## src/rtl/fetch_pkg.sv

```systemverilog
// Shared definitions for the instruction fetch unit: FSM encoding, NOP word,
// default reset PC and a word-alignment helper.
package fetch_pkg;

  typedef enum logic [2:0] {
    ST_REQ,
    ST_WAIT,
    ST_HOLD,
    ST_DRAIN,
    ST_ERR
  } fetch_state_t;

  localparam logic [31:0] NOP_INSTR        = 32'h0000_0013;
  localparam logic [31:0] DEFAULT_RESET_PC = 32'h0000_0000;

  function automatic logic [31:0] align_word(input logic [31:0] addr);
    return addr & ~32'h0000_0003;
  endfunction

endpackage

```

## src/rtl/pc_register.sv

```systemverilog
// Program counter with redirect/increment select; redirect has priority and
// the loaded target is always forced to a word boundary.
module pc_register
  import fetch_pkg::*;
#(
  parameter logic [31:0] RESET_PC = DEFAULT_RESET_PC
) (
  input  logic        clk,
  input  logic        reset_n,
  input  logic        load_target,
  input  logic [31:0] target,
  input  logic        advance,
  output logic [31:0] pc,
  output logic [31:0] pc_plus4
);

  logic [31:0] pc_q;
  logic [31:0] pc_d;
  logic [31:0] pc_inc;

  // Natural 32-bit overflow gives the FFFF_FFFC -> 0000_0000 wrap.
  assign pc_inc = pc_q + 32'd4;

  always_comb begin
    pc_d = pc_q;
    if (load_target) begin
      pc_d = align_word(target);
    end else if (advance) begin
      pc_d = pc_inc;
    end
  end

  always_ff @(posedge clk) begin
    if (!reset_n) begin
      pc_q <= align_word(RESET_PC);
    end else begin
      pc_q <= pc_d;
    end
  end

  assign pc       = pc_q;
  assign pc_plus4 = pc_inc;

endmodule

```

## src/rtl/fetch_unit.sv

```systemverilog
// Single-outstanding-request instruction fetch unit: issues one request,
// waits for the response, holds the instruction until the decoder takes it.
module fetch_unit
  import fetch_pkg::*;
#(
  parameter logic [31:0] RESET_PC = DEFAULT_RESET_PC,
  parameter int unsigned MAX_WAIT = 15
) (
  input  logic        clk,
  input  logic        reset_n,
  output logic        imem_req,
  output logic [31:0] imem_addr,
  input  logic [31:0] imem_rdata,
  input  logic        imem_rvalid,
  input  logic        redirect,
  input  logic [31:0] redirect_target,
  output logic [31:0] instr,
  output logic [31:0] pc,
  output logic [31:0] pc_plus4,
  output logic        instr_valid,
  input  logic        instr_ack,
  output logic        fetch_err
);

  localparam logic [7:0] WAIT_LIMIT = 8'(MAX_WAIT);

  fetch_state_t state_q, state_d;
  logic [7:0]   wait_cnt_q, wait_cnt_d;
  logic [31:0]  instr_q, instr_d;
  logic         err_q, err_d;
  logic         pc_load;
  logic         pc_advance;

  pc_register #(
    .RESET_PC(RESET_PC)
  ) u_pc (
    .clk        (clk),
    .reset_n    (reset_n),
    .load_target(pc_load),
    .target     (redirect_target),
    .advance    (pc_advance),
    .pc         (pc),
    .pc_plus4   (pc_plus4)
  );

  always_comb begin
    state_d    = state_q;
    wait_cnt_d = wait_cnt_q;
    instr_d    = instr_q;
    err_d      = err_q;
    pc_load    = 1'b0;
    pc_advance = 1'b0;

    case (state_q)
      ST_REQ: begin
        if (redirect) begin
          pc_load = 1'b1;
        end else begin
          state_d    = ST_WAIT;
          wait_cnt_d = 8'd0;
        end
      end

      // DRAIN shares WAIT's timeout; its response is simply never kept.
      ST_WAIT, ST_DRAIN: begin
        if (imem_rvalid) begin
          state_d = ST_REQ;
          if (redirect) begin
            pc_load = 1'b1;
          end else if (state_q == ST_WAIT) begin
            instr_d = imem_rdata;
            state_d = ST_HOLD;
          end
        end else if (wait_cnt_q == WAIT_LIMIT) begin
          state_d = ST_ERR;
          err_d   = 1'b1;
        end else begin
          wait_cnt_d = wait_cnt_q + 8'd1;
          if (redirect) begin
            pc_load = 1'b1;
            state_d = ST_DRAIN;
          end
        end
      end

      ST_HOLD: begin
        if (redirect) begin
          pc_load = 1'b1;
          state_d = ST_REQ;
        end else if (instr_ack) begin
          pc_advance = 1'b1;
          state_d    = ST_REQ;
        end
      end

      ST_ERR: begin
      end

      default: begin
        state_d = ST_REQ;
      end
    endcase
  end

  always_ff @(posedge clk) begin
    if (!reset_n) begin
      state_q    <= ST_REQ;
      wait_cnt_q <= 8'd0;
      instr_q    <= NOP_INSTR;
      err_q      <= 1'b0;
    end else begin
      state_q    <= state_d;
      wait_cnt_q <= wait_cnt_d;
      instr_q    <= instr_d;
      err_q      <= err_d;
    end
  end

  // Gated by reset_n so nothing is requested or presented while in reset.
  assign imem_req    = reset_n && (state_q == ST_REQ);
  assign instr_valid = reset_n && (state_q == ST_HOLD);
  assign imem_addr   = pc;
  assign instr       = instr_q;
  assign fetch_err   = err_q;

endmodule

```

## config.mk

```make
export PLATFORM = sky130hd
export DESIGN_NAME = fetch_unit
export DESIGN_NICKNAME = d
export VERILOG_FILES = /design/src/rtl/fetch_pkg.sv /design/src/rtl/pc_register.sv /design/src/rtl/fetch_unit.sv
export SDC_FILE = /design/constraint.sdc
export NUM_CORES = 1
export LEC_CHECK = 0
export BUFFER_PORTS_ARGS = -buffer_cell sky130_fd_sc_hd__buf_4
export CORE_ASPECT_RATIO = 0.75
export CORE_UTILIZATION = 25
export DETAILED_ROUTE_END_ITERATION = 10
export GPL_TIMING_DRIVEN = 1
export RECOVER_POWER = 100
export SLEW_MARGIN = 20
export SYNTH_ARGS = -nofsm -noshare
export SYNTH_HDL_FRONTEND = slang
export SYNTH_SLANG_ARGS = --single-unit
```

## constraint.sdc

```tcl
create_clock -name clk -period 6.49 [get_ports clk]
set_clock_uncertainty 0.15 [all_clocks]
set_input_delay 1.298 -clock clk [delete_from_list [all_inputs] [get_ports clk]]
set_output_delay 1.298 -clock clk [all_outputs]
set_load 0.1 [all_outputs]
```

# ---- Word-level counts from Yosys, hierarchy flattened
# Index checks and enable logic that the tools add are counted.
dict set report classes {
  mux 22
  bitwise_logic 4
  addsub 2
  n_eq_ne 10
  reduce_logical 12
}
# operator count
set op_table {}
lappend op_table {{32-bit 2-to-1 mux} 2}
lappend op_table {{32-bit by 3-bit adder with 32-bit output (second input constant)} 1}
lappend op_table {{8-bit 2-to-1 mux} 3}
lappend op_table {{3-bit 2-to-1 mux} 6}
lappend op_table {{8-bit case mux with 2 select lines} 1}
lappend op_table {{3-bit case mux with 4 select lines} 1}
lappend op_table {{4-bit AND reduction} 3}
lappend op_table {{8-bit by 1-bit adder with 8-bit output (second input constant)} 1}
lappend op_table {{8-bit by 4-bit == test with 1-bit output (second input constant)} 1}
lappend op_table {{3-bit by 2-bit == test with 1-bit output (second input constant)} 2}
lappend op_table {{1-bit 2-to-1 mux} 6}
lappend op_table {{2-bit != test (second input constant)} 3}
lappend op_table {{2-bit OR reduction} 3}
lappend op_table {{2-bit 2-to-1 mux} 2}
lappend op_table {{4-bit != test (second input constant)} 1}
lappend op_table {{1-bit inverter} 4}
lappend op_table {{2-bit nonzero test} 2}
lappend op_table {{3-bit by 1-bit == test with 1-bit output (second input constant)} 1}
lappend op_table {{3-bit == test (second input constant)} 1}
lappend op_table {{3-bit zero test} 1}
lappend op_table {{3-bit != test (second input constant)} 1}
lappend op_table {{3-bit AND reduction} 1}
lappend op_table {{1-bit logical AND} 2}
lappend op_table {{1-bit case mux with 2 select lines} 1}
dict set report totals {
  inputBits 69
  reg_bits 76
  out_inout_bits 131
  word_cells 56
}

# ---- Longest topological paths before layout
# Gate-level depths: netlist (run 1).
dict set report logic_depth {
  ltp_word 5
  ltp_mapped 8
  ltp_nobuf 6
}

# ---- Hierarchy
# Synthesis (run 1) repeated with hierarchy kept, for this count alone.
dict set report unflattened {
  cells_unflattened 562
  area_unflattened_um2 4418.0
}
# module area_per_inst_um2 cells_each instances seq_area_each_um2
set modules_own_cells {}
lappend modules_own_cells {pc_register 2289.7 303 1 600.6}
lappend modules_own_cells {fetch_unit 2128.3 259 1 880.8}

# ---- Worst setup path before layout (run 1)
# No wires, ideal clock.
dict set report synth_timing {
  path_kind {flip-flop to output port}
  start {register u_pc.pc_q[10], in the netlist u_pc.pc[10]}
  end {output pc_plus4[21]}
  arrival_ns 3.858
  slack_ns 1.184
  required_time_ns 5.042
  path_stages_with_launch 7
  path_buffers 2
  cell_sequence {dfxtp_1 > buf_2 > nand4_1 > nor2_1 > clkbuf_1 > nand4b_1 > xnor2_1}
}
dict set report synth_between {
  elab_chain_len 1
}
# item line_no
set synth_rtl {}
lappend synth_rtl {{from (decl)} pc_register.sv:17} ;# logic [31:0] pc_q;
lappend synth_rtl {{from (signal assigned)} pc_register.sv:35} ;# pc_q <= align_word(RESET_PC);
lappend synth_rtl {{from (signal assigned)} pc_register.sv:37} ;# pc_q <= pc_d;
lappend synth_rtl {{32-bit by 3-bit adder with 32-bit output} pc_register.sv:22} ;# assign pc_inc = pc_q + 32'd4;
lappend synth_rtl {{to (decl)} fetch_unit.sv:19} ;# output logic [31:0] pc_plus4,
# No other way between the ends.

# ---- Worst setup path in the final report (run 1)
dict set report layout_timing {
  start {register u_pc.pc_q[2], in the netlist u_pc.pc[2]}
  end {output pc_plus4[12]}
}
# The elaborated chain is that of the path after synthesis.

==> results of run 1 <==
## worst paths after layout
path	endpoint	slack [ns]	cells after the start
worst max-delay path	pc_plus4[12]	1.44	6
worst min-delay path	instr[8]$_SDFFE_PN0P_	0.30	2
worst max register to register	u_pc.pc[31]$_SDFFE_PN0P_	3.04	6
worst min register to register	instr[8]$_SDFFE_PN0P_	0.30	2
## power breakdown
group | total, mW | leakage (nW) | switching (mW) | internal, mW
combinational | 0.496 | 1.17 | 0.418 | 0.0773
clock | 0.478 | 0.130 | 0.201 | 0.277
sequential | 0.511 | 0.604 | 0.0343 | 0.476
## area by class of cell
class                      instances  area, sq um  area share, %
clock buffer                      11        252.7          4.852
sequential                        74         1481          28.44
tap                              210        262.8          5.044
multi-input combinational        380         2140          41.08
clock inverter                     4        27.53         0.5285
inverter                           9        35.03         0.6726
timing repair buffer             196         1010          19.39
## synthesized netlist by cell type, types with 3 or more instances
master,n
nand2_1,99
dfxtp_1,74
a21oi_1,53
buf_4,36
nor2_1,30
clkbuf_1,29
a31oi_1,21
nand3_1,21
o21ai_0,21
xnor2_1,21
xor2_1,13
or3_1,12
nand4_1,10
inv_1,9
and3_1,7
nor3_1,7
buf_2,5
a22oi_1,4
nand4b_1,4
and2_1,3
and4_1,3
o2111ai_1,3
o211ai_1,3
## routing by layer
| layer | GRT usage, % | part of all wire, % |
|---|---|---|
| met5 | 0 | 0 |
| met4 | 3.673 | 0.87 |
| met3 | 4.146 | 6.3 |
| met2 | 22.84 | 43 |
| met1 | 22.83 | 50 |
## state kept, by name (all words and copies together) (netlist names)
register    flops
u_pc.pc        30
instr          32
state_q         3
wait_cnt_q      8
fetch_err       1
## critical path: stages, from the launching register on
cell and delay [ns]:
dfxtp_1 0.47, ha_1 0.38, nand2_1 0.19, nor3_1 0.91
nand3_1 0.23, xnor2_1 0.19, clkbuf_1 0.88
## kinds of logic after synthesis
group	Yosys count	synth area share, %
other	1	0.09185
AO/OA/AOI/OAI	122	17.71
XOR/XNOR	34	7.294
adder cells (fa/ha/maj)	2	0.6128
buffers and inverters	81	10.94
AND/OR/NAND/NOR	214	26.57
flip-flops	74	36.29
multiplexers	2	0.4904
## stage by stage
step | hold WS (ns) | instance area (sq um)
finish | 0.3016 | 5209
global route | 0.3217 | 5209
CTS | 0.3057 | 5703
detailed placement | 0.2972 | 5423
global placement | 0.2933 | 5423
floorplan | 0.2944 | 4101
==> out/summary.txt, run 1 <==
Outcome = finished with violations
Failing checks = capacitance limit, slew limit
Drt drc = 0
Setup TNS = 0 ns
Final Wtd Congestion = 0.7760
Hold Crit Class = register to register
Setup slack after layout = 1.438 ns
Tmin final = 5.052 ns
# setup viols final = 0
Worst r2r src = state_q[2]$_SDFFE_PN0P_
Pleak = 1.900 nW
Fin util = 32.63%
GRT Util Overall = 15.74%
Final HPWL DP = 9426 um
IO buf count = 191
Power Density = 284.9 mW/mm^2
Syn-to-layout area delta = 27.58%
Hold-fix buffers at CTS = 0
Setup WS pre-CTS = 2.594 ns
Detailed Routing Iterations Pass 1 = 4
Initial antenna violation count = 0
CTS tree = done
Setup bufs post-CTS = 0
Critical Path RT = 5.04 ns
# H-tree levels = 3
Placed insts = 869
Syn Area/Cell = 7.703 sq um
Initial DRC Count = 165
First-pass GRT wire length = 20360 um
Number of synthesized register bits = 74
# IOs = 200
Primary FF master, synth = dfxtp_1
Via Count = 4148
Data arrival, critical path = 3.60 ns
EDFF count, synth = 0
Drt via density = 4.692
Die H = 112.7 um
Sink Count = 74
CTS-repair resized insts = 0
Initial core utilization = 25.57%
Critical Path Start Type = register
# diodes = 0
Hold path start = instr[8]$_SDFFE_PN0P_
Fraction of layout cells with a size suffix above 1 = 14.84%
Most frequent cells in the layout = 123 x clkbuf_1, 99 x nand2_1, 74 x dfxtp_1
Max clock buf depth = 2
Total Power = 1.484 mW
Period utilization = 77.85%
Fillers = 1779
Commonest non-fill, non-tap cell in the layout = clkbuf_1
Num rows = 40
Synth area leaders = dfxtp_1 36%, nand2_1 9.1%, buf_4 6.6%
Antenna viol nets, final = 0
Worst rel slew slack = -50.63%
Inserted Clock Buffers = 9
Clock Latency Late Sink = 0.34 ns
RSZ-0062 raised after global routing = false
IR drop worst, VDD = 0.0001326 V
WL/cell = 15.13 um
Fmax achieved = 0.1979 GHz
Area of the die = 0.01685 sq mm
Number of global-route vias before repair = 3613
Pins over their slew limit = 68
Worst-path fanout max = 10
Post-synth top area share = 36.29%
Post-Synthesis Cells = 530
Root Buffer = clkbuf_16
Tightest Pin Transition = 2.247 ns
Routed Wire Length = 13370 um
Synthesized area = 0.004083 sq mm
Largest net degree at the start of global routing = 58
Synth warn = 0
Clock Pin Slew Worst Setup and Hold Paths = 0.06 ns
Seq/Total Area, Yosys = 36.29%
Post-Layout Cell Count = 884
Crit. End Element = output port
Unique masters post-synth = 52
Die W = 149.6 um
Asr flop ratio synth = 0%
Max Cap Viol = 2
Total core area = 0.01597 sq mm
Nets = 741
WS Path Type = register to output port
Synth area leader = dfxtp_1
Worst Setup SP = u_pc.pc[2]$_SDFFE_PN0P_
Final-report hold violation count = 0
Total grt overflow = 0
Note: power is estimated with default switching activity, not from simulation.
==> run 2: changes to the inputs <==
- ABC_AREA: not set -> 1
- clock period: 6.49 -> 4.5 ns (I/O delays scaled with it)
==> out/summary.txt, run 2 <==
Hold path start = fetch_err$_SDFFE_PN0P_
WL/cell = 13.18 um (-13%)
# setup viols final = 0 (unchanged)
Drt via density = 4.287 (-8.6%)
Unique masters post-synth = 27 (-48%)
Final-report hold violation count = 0 (unchanged)
Cells along the critical path = ha_1 -> inv_1 -> nor2_1 -> nand2_1 -> xnor2_1 -> clkbuf_1
EDFF count, synth = 0 (unchanged)
Data arrival, critical path = 2.78 ns (-0.82 ns)
Seq/Total Area, Yosys = 33.68% (-2.6 points)
Pleak = 2.345 nW (+23%)
Inserted Clock Buffers = 9 (unchanged)
Most common cell in the netlist = nand2_1
Final Wtd Congestion = 0.8614 (+11%)
Period utilization = 85.13%
Post-Layout Cell Count = 1106 (+25%)
Fillers = 1988 (+12%)
Drt drc = 0 (unchanged)
Tightest Pin Transition = 1.319 ns (-0.9283 ns)
Placed insts = 1089 (+25%)
Worst Hold Endpoint = fetch_err$_SDFFE_PN0P_
Fraction of layout cells with a size suffix above 1 = 12.43% (-2.4 points)
Num rows = 41 (+2.5%)
Detailed Routing Iterations Pass 1 = 5 (+1)
Via Count = 4741 (+14%)
Area of the die = 0.01813 sq mm (+7.6%)
Tmin final = 3.831 ns
Worst reg2reg endpoint = instr[1]$_SDFFE_PN1P_
Pins over their slew limit = 0 (-100%)
Max Cap Viol = 0 (-2)
Synthesized area = 0.004398 sq mm (+7.7%)
Antenna viol nets, final = 0 (unchanged)
RSZ-0062 raised after global routing = false
Crit. End Element = output port
Total core area = 0.01703 sq mm (+6.7%)
Outcome = completed
WHS = 0.3037 ns (+0.002061 ns)
Synth warn = 0 (unchanged)
Synth area leaders = dfxtp_1 34%, nand2_1 17%, nor2_1 12%
Top cells by count, synth = 205 x nand2_1, 144 x nor2_1, 74 x dfxtp_1, 63 x inv_1, 47 x nand3_1
Total grt overflow = 0 (unchanged)
IR drop worst, VDD = 0.0001916 V (+44%)
Fin util = 33.34% (+0.71 points)
Commonest non-fill, non-tap cell in the layout = nand2_1
Hold-fix buffers at CTS = 0 (unchanged)
Synth area leader = dfxtp_1
Critical Path RT = 3.45 ns (-1.59 ns)
Fmax achieved = 0.2610 GHz
Sink Count = 74 (unchanged)
Worst r2r src = state_q[2]$_SDFFE_PN0P_
IO buf count = 191 (unchanged)
Routed Wire Length = 14570 um (+9.0%)
# IOs = 200 (unchanged)
Max reg flops = 32 (unchanged)
Die W = 155.2 um (+3.7%)
Clock Pin Slew Worst Setup and Hold Paths = 0.07 ns (about the same)
Critical Path Start Type = register
Asr flop ratio synth = 0% (unchanged)
Delay of the slowest critical-path stage = 0.89 ns (-0.02 ns)
CTS-repair resized insts = 0 (unchanged)
Number of synthesized register bits = 74 (unchanged)
Post-Synthesis Cells = 713 (+35%)
Initial DRC Count = 227 (+38%)
Max clock buf depth = 2 (unchanged)
Number of global-route vias before repair = 4228 (+17%)
GRT Util Overall = 15.86% (+0.12 points)
Clock Latency Late Sink = 0.34 ns (about the same)
Initial antenna violation count = 3 (+3)
Hold depth = 2 (unchanged)
Syn-to-layout area delta = 29.10%
Largest net degree at the start of global routing = 47 (-19%)
WS Path Type = register to output port
Worst rel slew slack = 12.08% (+63 points)
Nets = 935 (+26%)
Die H = 116.9 um (+3.7%)
Power Density = 436.7 mW/mm^2 (+53%)
Root Buffer = clkbuf_16
First-pass GRT wire length = 22250 um (+9.3%)
Syn Area/Cell = 6.168 sq um (-20%)
Setup TNS = 0 ns (unchanged)
Primary FF master, synth = dfxtp_1
CP max stage cell = clkbuf_1
Final HPWL DP = 11030 um (+17%)
Worst-path fanout max = 8 (-2)
Worst R2R Path Depth = 8 (+2)
Post-synth top area share = 33.68% (-2.6 points)
# H-tree levels = 3 (unchanged)
Most frequent cells in the layout = 209 x nand2_1, 145 x nor2_1, 120 x clkbuf_1
Worst reg-to-reg setup slack = 1.08 ns (-1.96 ns)
Initial core utilization = 25.82% (+0.25 points)
Hold Crit Class = register to register
CTS tree = done
Setup bufs post-CTS = 0 (unchanged)
-- run 2: layout make-up --
cell class                      instances  area (sq um)  share of cell area [%]
Sequential cell                        74          1481                   26.09
Timing Repair Buffer                  194          1006                   17.72
Clock buffer                           10         239.0                   4.209
Tap cell                              236         295.3                   5.201
Antenna cell                            1         2.502                 0.04407
Clock inverter                          6         95.09                   1.675
Multi-Input combinational cell        522          2322                   40.90
Inverter                               63         236.5                   4.165
-- run 2: where the power goes --
part,total [mW],switching [mW],internal [mW]
clock,0.821,0.313,0.508
combinational,0.903,0.767,0.136
sequential,0.755,0.0532,0.702
-- run 2: cells by family after synthesis --
kind of cell | after synthesis | share of synthesized area [%]
AOI/OAI and AO/OA | 69 | 8.108
DFF | 74 | 33.68
adders and majority gates | 2 | 0.5689
buffers and inverters | 122 | 14.25
and+or+nand+nor | 429 | 40.11
other | 1 | 0.08527
xor gates and xnor gates | 16 | 3.186
-- run 2: metal layers --
| layer | global-route usage, % | routed length (um) |
|---|---|---|
| met5 | 0 | 17 |
| met4 | 3.366 | 97 |
| met3 | 5.817 | 1271 |
| met2 | 25.44 | 6378 |
| met1 | 20.43 | 6808 |
-- run 2: through the flow --
stage / setup slack (ns) / cell area [sq um] / power, mW
after floorplan: 0.1385 / 4447 / 1.546
after global placement: 1.449 / 5808 / 1.739
after detailed placement: 1.450 / 5808 / 1.743
after CTS: 1.099 / 6142 / 2.575
after global routing: 0.4941 / 5675 / 2.592
final: 0.6690 / 5678 / 2.480
-- run 2: worst max path at each step --
stage                       startpoint      endpoint  slack (ns)  cells after the start
2_1_floorplan  u_pc.pc[2]$_SDFFE_PN0P_  pc_plus4[10]        0.14                      5
3_3_place_gp                   reset_n   instr_valid        1.45                      4
3_5_place_dp                   reset_n   instr_valid        1.45                      4
4_1_cts        u_pc.pc[2]$_SDFFE_PN0P_  pc_plus4[18]        1.10                      8
5_1_grt        u_pc.pc[2]$_SDFFE_PN0P_  pc_plus4[10]        0.49                      6
6_report       u_pc.pc[2]$_SDFFE_PN0P_  pc_plus4[10]        0.67                      6
-- run 2: critical path, delay by kind of cell (launching register included) --
kind	cells	cell delay, ns
xor gates and xnor gates	1	0.22
adders and majority gates	1	0.32
buffers and inverters	2	0.98
DFF	1	0.56
and+or+nand+nor	2	0.36
==> run 3: changes to the inputs <==
- RECOVER_POWER: 100 -> not set
- clock period: 4.5 -> 3.87 ns (I/O delays scaled with it)
==> out/summary.txt, run 3 (same netlist as run 2, synthesis figures left out) <==
Outcome = completed
Tightest Pin Transition = 0.8175 ns (-0.5013 ns)
Cells along the critical path = nand2_1 -> nor2_2 -> nand2_2 -> nor2_1 -> nand3_1 -> nand2_1 -> buf_4
Max clock buf depth = 2 (unchanged)
Power Density = 482.4 mW/mm^2 (+10%)
Pins over their slew limit = 0 (unchanged)
Fin util = 36.62% (+3.3 points)
Largest net degree at the start of global routing = 46 (-2.1%)
Worst R2R Path Depth = 9 (+1)
WL/cell = 13.31 um (+1.0%)
Drt drc = 0 (unchanged)
Total core area = 0.01703 sq mm (unchanged)
Syn-to-layout area delta = 41.82%
Fraction of layout cells with a size suffix above 1 = 28.01% (+16 points)
WS Path Type = register to output port
Max Cap Viol = 0 (unchanged)
# H-tree levels = 3 (unchanged)
Tmin final = 3.117 ns
Hold depth = 2 (unchanged)
Clock Pin Slew Worst Setup and Hold Paths = 0.06 ns (about the same)
Crit. End Element = output port
Hold Crit Class = register to register
Inserted Clock Buffers = 9 (unchanged)
GRT Util Overall = 16.21% (+0.35 points)
# IOs = 200 (unchanged)
Area of the die = 0.01813 sq mm (unchanged)
# setup viols final = 0 (unchanged)
Final HPWL DP = 11250 um (+2.0%)
IO buf count = 191 (unchanged)
Placed insts = 1091 (+0.18%)
Initial core utilization = 25.82% (unchanged)
RSZ-0062 raised after global routing = false
CP max stage cell = dfxtp_1
Setup TNS = 0 ns (unchanged)
Number of global-route vias before repair = 4297 (+1.6%)
Initial antenna violation count = 0 (-3)
Worst reg2reg endpoint = u_pc.pc[14]$_SDFFE_PN0P_
Num rows = 41 (unchanged)
Setup bufs post-CTS = 0 (unchanged)
Via Count = 4766 (+0.53%)
Worst Hold Endpoint = fetch_err$_SDFFE_PN0P_
Delay of the slowest critical-path stage = 0.50 ns (-0.39 ns)
Critical Path RT = 2.95 ns (-0.50 ns)
# diodes = 0 (-1)
Critical Path Start Type = register
Final Wtd Congestion = 0.8781 (+1.9%)
Register area = 0.001483 sq mm (about the same)
Worst r2r src = wait_cnt_q[0]$_SDFFE_PN0P_
Worst rel slew slack = 45.44% (+33 points)
Antenna viol nets, final = 0 (unchanged)
Hold-fix buffers at CTS = 0 (unchanged)
Nets = 937 (+0.21%)
Fillers = 1889 (-5.0%)
Data arrival, critical path = 2.19 ns (-0.59 ns)
Worst reg-to-reg setup slack = 1.39 ns (+0.31 ns)
CTS-repair resized insts = 0 (unchanged)
Multi-input gate area = 0.002402 sq mm (+3.4%)
Final-report hold violation count = 0 (unchanged)
Clock Latency Late Sink = 0.34 ns (about the same)
Commonest non-fill, non-tap cell in the layout = nand2_1
Die W = 155.2 um (unchanged)
Die H = 116.9 um (unchanged)
First-pass GRT wire length = 22730 um (+2.1%)
Most frequent cells in the layout = 205 x nand2_1, 196 x buf_4, 144 x nor2_1
Cell Area, Placed = 0.005888 sq mm (+1.4%)
Sink Count = 74 (unchanged)
Hold path start = fetch_err$_SDFFE_PN0P_
IR drop worst, VDD = 0.0002457 V (+28%)
Post-Layout Cell Count = 1107 (+0.090%)
Worst-path fanout max = 6 (-2)
CTS tree = done
Total grt overflow = 0 (unchanged)
Drt via density = 4.305 (+0.44%)
Root Buffer = clkbuf_16
Routed Wire Length = 14740 um (+1.1%)
Final design instance area without fill = 0.006237 sq mm (+9.9%)
Detailed Routing Iterations Pass 1 = 5 (unchanged)
Pleak = 2.879 nW (+23%)
Fmax achieved = 0.3208 GHz
Crit path top cell by count = nand2_1
Period utilization = 80.54%
Max reg flops = 32 (unchanged)
Initial DRC Count = 236 (+4.0%)
## run 3: cell types whose count changed in the layout (fill, tap and decap cells not counted), moves of 3 or more
cell	previous run	this run
xnor2_2	2	5
xor2_2	2	5
buf_4	74	196
xnor2_1	5	2
xor2_1	7	3
clkbuf_1	120	0
nand2_1	209	205
nand2_2	2	6
## run 3: worst max-delay path by stage
stage                                        start                  endpoint  slack [ns]  depth (start not counted)
final                      u_pc.pc[6]$_SDFFE_PN0P_              pc_plus4[27]        0.75                          7
after global routing      u_pc.pc[17]$_SDFFE_PN0P_              pc_plus4[22]        0.59                          7
after CTS                  u_pc.pc[6]$_SDFFE_PN0P_              pc_plus4[27]        0.75                          7
after detailed placement                  redirect  u_pc.pc[11]$_SDFFE_PN0P_        1.04                          8
after global placement                    redirect  u_pc.pc[11]$_SDFFE_PN0P_        1.08                          8
after floorplan            u_pc.pc[4]$_SDFFE_PN0P_               pc_plus4[5]        0.02                          2
## run 3: layout make-up
cell class	count	area share [%]
Sequential cell	74	23.77
Clock buffer	9	3.611
Timing Repair Buffer	196	23.59
Clock inverter	7	1.986
Multi-Input combinational cell	522	38.52
Inverter	63	3.791
Tap cell	236	4.734
## run 3: critical path, delay by kind of cell (launching register included)
kind	cells	cell delay, ns
buffers and inverters	1	0.31
AND/OR/NAND/NOR	6	1.05
flip-flops	1	0.50
## run 3: through the flow
| stage | setup WS (ns) | hold WS (ns) | total power, mW |
|---|---|---|---|
| 2_1_floorplan | 0.01753 | 0.3219 | 1.803 |
| 3_3_place_gp | 1.079 | 0.3061 | 2.033 |
| 3_5_place_dp | 1.038 | 0.2952 | 2.037 |
| 4_1_cts | 0.7545 | 0.3143 | 3.042 |
| 5_1_grt | 0.5885 | 0.3464 | 3.138 |
| 6_report | 0.7531 | 0.3123 | 3.009 |
## run 3: power by group
part	internal [mW]	total [mW]	switching, mW	leakage, nW
sequential	0.817	0.882	0.0652	0.605
clock	0.636	0.993	0.357	0.167
combinational	0.235	1.13	0.899	2.11
## run 3: metal layers
layer | global-route usage, % | wire (um) | vias to the layer above
li1 | - | - | 2467
met1 | 20.73 | 6746 | 2107
met2 | 26.67 | 6572 | 184
met3 | 5.449 | 1311 | 8
met4 | 3.366 | 104 | 0
met5 | 0 | 0 | -
